===== src/rtl/seg7_scan_mux.sv =====
// Time-multiplexed common-anode 7-segment driver with frame-coherent capture,
// leading-zero blanking, hex/BCD glyphs and PWM brightness.
module seg7_scan_mux #(
    parameter int DIGITS      = 4,
    parameter int REFRESH_DIV = 1024,
    parameter int BRIGHT_W    = 4
) (
    input  logic                  clock,
    input  logic                  reset,
    input  logic [4*DIGITS-1:0]   value,
    input  logic [DIGITS-1:0]     dp_in,
    input  logic                  hex_mode,
    input  logic                  lz_blank,
    input  logic [BRIGHT_W-1:0]   brightness,
    input  logic                  enable,
    output logic [6:0]            seg,
    output logic                  dp,
    output logic [DIGITS-1:0]     an,
    output logic                  frame_done
);

    localparam int TW = (REFRESH_DIV > 1) ? $clog2(REFRESH_DIV) : 1;
    localparam int IW = (DIGITS > 1) ? $clog2(DIGITS) : 1;

    logic [TW-1:0]         tick;
    logic [IW-1:0]         idx;

    logic [4*DIGITS-1:0]   sh_value;
    logic [DIGITS-1:0]     sh_dp;
    logic                  sh_hex;
    logic                  sh_lz;
    logic [BRIGHT_W-1:0]   sh_bright;

    logic                  frame_start;
    logic                  tick_last;
    logic                  idx_last;

    logic [4*DIGITS-1:0]   cur_value;
    logic [DIGITS-1:0]     cur_dp;
    logic                  cur_hex;
    logic                  cur_lz;
    logic [BRIGHT_W-1:0]   cur_bright;

    logic [DIGITS-1:0]     blank;
    logic                  seen;
    logic [3:0]            cur_nib;
    logic                  cur_dp_bit;
    logic                  cur_blank;
    logic [DIGITS-1:0]     an_sel;
    logic                  pwm_on;

    function automatic logic [6:0] glyph(input logic [3:0] n, input logic hex);
        logic [6:0] g;
        case (n)
            4'h0:    g = 7'b0000001;
            4'h1:    g = 7'b1001111;
            4'h2:    g = 7'b0010010;
            4'h3:    g = 7'b0000110;
            4'h4:    g = 7'b1001100;
            4'h5:    g = 7'b0100100;
            4'h6:    g = 7'b0100000;
            4'h7:    g = 7'b0001111;
            4'h8:    g = 7'b0000000;
            4'h9:    g = 7'b0000100;
            4'hA:    g = 7'b0001000;
            4'hB:    g = 7'b1100000;
            4'hC:    g = 7'b0110001;
            4'hD:    g = 7'b1000010;
            4'hE:    g = 7'b0110000;
            default: g = 7'b0111000;
        endcase
        if (!hex && n > 4'd9) g = 7'b1111111;
        return g;
    endfunction

    assign frame_start = (tick == '0) && (idx == '0);
    assign tick_last   = (tick == TW'(REFRESH_DIV - 1));
    assign idx_last    = (idx == IW'(DIGITS - 1));

    always_ff @(posedge clock) begin
        if (reset) begin
            tick <= '0;
            idx  <= '0;
        end else if (tick_last) begin
            tick <= '0;
            idx  <= idx_last ? '0 : idx + 1'b1;
        end else begin
            tick <= tick + 1'b1;
        end
    end

    always_ff @(posedge clock) begin
        if (reset) begin
            sh_value  <= '0;
            sh_dp     <= '0;
            sh_hex    <= 1'b0;
            sh_lz     <= 1'b0;
            sh_bright <= '0;
        end else if (frame_start) begin
            sh_value  <= value;
            sh_dp     <= dp_in;
            sh_hex    <= hex_mode;
            sh_lz     <= lz_blank;
            sh_bright <= brightness;
        end
    end

    // Slot 0 output is computed on the capture edge, so bypass the shadows then.
    always_comb begin
        cur_value  = frame_start ? value      : sh_value;
        cur_dp     = frame_start ? dp_in      : sh_dp;
        cur_hex    = frame_start ? hex_mode   : sh_hex;
        cur_lz     = frame_start ? lz_blank   : sh_lz;
        cur_bright = frame_start ? brightness : sh_bright;
    end

    always_comb begin
        blank = '0;
        seen  = 1'b0;
        for (int i = DIGITS - 1; i >= 1; i--) begin
            if (cur_value[4*i +: 4] != 4'h0 || cur_dp[i]) seen = 1'b1;
            blank[i] = cur_lz && !seen;
        end
    end

    always_comb begin
        cur_nib    = 4'h0;
        cur_dp_bit = 1'b0;
        cur_blank  = 1'b0;
        an_sel     = '1;
        for (int i = 0; i < DIGITS; i++) begin
            if (idx == IW'(i)) begin
                cur_nib    = cur_value[4*i +: 4];
                cur_dp_bit = cur_dp[i];
                cur_blank  = blank[i];
                an_sel[i]  = 1'b0;
            end
        end
    end

    assign pwm_on = (tick[BRIGHT_W-1:0] < cur_bright) || (&cur_bright);

    always_ff @(posedge clock) begin
        if (reset) begin
            seg        <= 7'b1111111;
            dp         <= 1'b1;
            an         <= '1;
            frame_done <= 1'b0;
        end else begin
            frame_done <= tick_last && idx_last;
            if (enable && !cur_blank) begin
                seg <= glyph(cur_nib, cur_hex);
                dp  <= ~cur_dp_bit;
                an  <= pwm_on ? an_sel : '1;
            end else begin
                seg <= 7'b1111111;
                dp  <= 1'b1;
                an  <= '1;
            end
        end
    end

endmodule


===== config.mk =====
export PLATFORM = sky130hd
export DESIGN_NAME = seg7_scan_mux
export DESIGN_NICKNAME = d
export VERILOG_FILES = /design/src/rtl/seg7_scan_mux.sv
export SDC_FILE = /design/constraint.sdc
export NUM_CORES = 1
export LEC_CHECK = 0
export BUFFER_PORTS_ARGS = -buffer_cell sky130_fd_sc_hd__buf_2
export CAP_MARGIN = 25
export CORE_UTILIZATION = 56
export DETAILED_ROUTE_END_ITERATION = 12
export PLACE_DENSITY = 0.88
export REMOVE_ABC_BUFFERS = 1
export SYNTH_ARGS = -nofsm -noshare
export SYNTH_HDL_FRONTEND = slang
export SYNTH_SLANG_ARGS = --single-unit

===== constraint.sdc =====
create_clock -name clock -period 3.9 [get_ports clock]
set_input_delay 0.585 -clock clock [delete_from_list [all_inputs] [get_ports clock]]
set_output_delay 0.585 -clock clock [all_outputs]
set_load 0.02 [all_outputs]

==> impl_metrics.json <==
{
  "drt-pass1-iter-count": 4,
  "clock_skew_ns": 0.00504,
  "grt_pass1_wl_um": 9440,
  "synth_cells": 270,
  "max_freq_mhz": 291,
  "worstHoldPathType": "flip-flop to flip-flop",
  "cpMaxStageDelayCell": "mux4_1",
  "drv_cap": 0,
  "die_x_um": 70.4,
  "wirelength_um": 5710,
  "syn_avg_cell_area_um2": 9.71,
  "finalCritPeriodShare": 0.881,
  "whs_endpoint": "sh_lz",
  "r2r_end": "seg[4]",
  "postCtsSetupRepairBufs": 0,
  "cts_made_buffers": 5,
  "rrSetupSlack_ns": 0.47,
  "power_mw": 1.17,
  "drcViolationCount": 0,
  "die-area_mm2": 0.00496,
  "grt_pass1_vias": 2041,
  "crit_path_end_kind": "flip-flop",
  "path_clk_slew_ns": 0.09,
  "synth.distinct_cells": 60,
  "hold_viol_final": 0,
  "core_mm2": 0.00441,
  "dp.cells": 356,
  "seq_area_frac_synth": 0.389,
  "cp_max_fo": 9,
  "vias_per_cell": 5.84,
  "fp-row-count": 24,
  "wire_per_inst_um": 15.7,
  "port_buffers": 41,
  "setup_viol": 0,
  "ys_warn_count": 0,
  "drive_gt1_frac": 0.248,
  "crit_type": "flip-flop to flip-flop",
  "area_growth_pct": 12.0,
  "worstHoldStart": "sh_lz",
  "ys_ff_latch": 51,
  "r2r_start": "tick[2]",
  "cts_tree": "done",
  "io_pins": 42,
  "period_minus_slack_ns": 3.43,
  "arrival_ns": 3.59,
  "outcome": "finished, final reports clean",
  "layout.nets": 355,
  "drtIter0Drc": 150,
  "cts_max_level": 2,
  "grt_max_degree": 34,
  "clk_latency_ns": 0.30,
  "gr-total-overflow": 0,
  "crit_path_start_kind": "flip-flop",
  "final_common_cell": "dfxtp_1",
  "max-slew-margin-rel": 0.603,
  "antenna_found_initial": 0,
  "finalMaxSlewViolations": 0,
  "start_util": 0.594,
  "r2r_cells": 8,
  "rsz0062_at_grt": "no",
  "p_leak_nw": 1.28,
  "numClockSinks": 51,
  "hold_depth": 2,
  "drtAntennaViolNets": 0,
  "worst_pin_slew_ns": 0.595,
  "syn_area_mm2": 0.00262,
  "peakVddDrop_uv": 185,
  "cts_buffer_depth": 2,
  "critPathMaxStageDelay_ns": 0.61,
  "vias": 2120,
  "ctsResizeCount": 0,
  "gp_congestion": 0.900,
  "cts_hold_buf": 0,
  "powerDensity_mw_per_mm2": 399,
  "root_buffer": "clkbuf_8",
  "setup_tns_ns": 0,
  "final_cell_mix": "dfxtp_1 (51), buf_2 (41), nor2_1 (31)",
  "grt_usage": 0.246,
  "diodes": 0,
  "die_h_um": 70.4,
  "instances_no_fill": 363,
  "place_hpwl_um": 4270,
  "crit_chain": "or4_4, nor3_4, buf_4, mux4_1, mux2i_2, o21ai_1, a31oi_2, o221ai_1",
  "critical_path_required_ns": 4.06
}
==> how the worst max path moves through the flow <==
stage | to | from | cells past startpoint | slack (ns)
4_1_cts | seg[4] | idx[0] | 12 | 0.56
5_1_grt | seg[0] | idx[0] | 10 | 0.25
3_5_place_dp | seg[4] | tick[2] | 8 | 0.61
2_1_floorplan | seg[2] | idx[0] | 12 | 0.78
3_3_place_gp | seg[1] | tick[2] | 8 | 0.66
6_report | seg[4] | tick[2] | 8 | 0.47
==> worst max-delay path, delay by kind of cell, from the launching register on <==
kind / cells / cell delay, ns
buffers and inverters: 1 / 0.25
muxes: 2 / 1.00
DFF: 1 / 0.39
and+or+nand+nor: 2 / 0.88
AOI/OAI and AO/OA: 3 / 0.77
==> per-layer routing <==
metal / vias up / wire length [µm] / track usage
li1: 1042 / - / -
met1: 996 / 2420 / 0.279
met2: 69 / 2890 / 0.433
met3: 13 / 247 / 0.0491
met4: 0 / 148 / 0.122
met5: - / 0 / 0
==> kinds of logic (layout without fill, tap and decap cells) <==
logic type               count (synthesis)  in the layout  share of synthesized area
AO/OA/AOI/OAI                           44             44                      0.138
XOR/XNOR                                 8              8                     0.0267
adder cells (fa/ha/maj)                 15             15                     0.0716
buffers and inverters                   24             65                     0.0439
flip-flops                              51             51                      0.389
multiplexers                            29             29                      0.125
AND/OR/NAND/NOR                         99             99                      0.205
==> Yosys cell counts (all sizes together) <==
| cell type | count | area share |
|---|---|---|
| dfxtp | 51 | 0.39 |
| nor2 | 31 | 0.044 |
| nand2 | 21 | 0.030 |
| mux2i | 20 | 0.078 |
| ha | 15 | 0.072 |
| inv | 15 | 0.021 |
| a21oi | 12 | 0.023 |
| mux2 | 8 | 0.037 |
| o21ai | 8 | 0.020 |
| nor2b | 7 | 0.018 |
| xor2 | 7 | 0.023 |
| nand4 | 6 | 0.014 |
| or4 | 6 | 0.020 |
| clkbuf | 5 | 0.011 |
| nor3 | 5 | 0.014 |
| o221ai | 5 | 0.017 |
| buf | 4 | 0.011 |
| nand2b | 4 | 0.0095 |
| nand3 | 4 | 0.0095 |
| or2 | 4 | 0.011 |
| a211oi | 3 | 0.013 |
| a221oi | 3 | 0.015 |
| nor4 | 3 | 0.0095 |
| a22o | 2 | 0.0067 |
| a31oi | 2 | 0.013 |
| and3 | 2 | 0.0053 |
| nand3b | 2 | 0.0057 |
| o211a | 2 | 0.0076 |
| o22ai | 2 | 0.0048 |
| a21o | 1 | 0.0029 |
| a221o | 1 | 0.0038 |
| a311oi | 1 | 0.0057 |
| and2 | 1 | 0.0024 |
| and4bb | 1 | 0.0048 |
| mux4 | 1 | 0.010 |
| nand4bb | 1 | 0.0043 |
| nor3b | 1 | 0.0029 |
| o311a | 1 | 0.0038 |
| o31ai | 1 | 0.0029 |
| xnor2 | 1 | 0.0033 |
==> through the flow <==
step | setup WS (ns) | hold WS, ns | util | cell area, µm²
after global routing | 0.249 | 0.486 | 0.665 | 2940
after CTS | 0.558 | 0.467 | 0.665 | 2940
after floorplan | 0.779 | 0.430 | - | 2560
after detailed placement | 0.605 | 0.454 | 0.645 | 2850
final | 0.465 | 0.466 | 0.665 | 2940
after global placement | 0.660 | 0.443 | 0.645 | 2850
==> state kept, by name, summed over array words and instances, names as in the netlist <==
name / count
sh_value: 16
tick: 10
seg: 7
an: 4
sh_bright: 4
sh_dp: 4
idx: 2
dp: 1
frame_done: 1
sh_hex: 1
sh_lz: 1
==> final cells by class <==
cell class	instances	area [µm²]
clock buffers	6	82.6
repair buffers	43	220
multi-input cells	195	1490
clock inverters	1	5.00
fillers	368	1480
well taps	52	65.1
flip-flops and latches	51	1020
inverters	15	56.3
==> power by group <==
part | switching, mW | total, mW | internal [mW]
Combinational | 0.170 | 0.294 | 0.124
Sequential | 0.0186 | 0.577 | 0.558
Clock | 0.161 | 0.300 | 0.139
(Power assumes the default switching activity.)
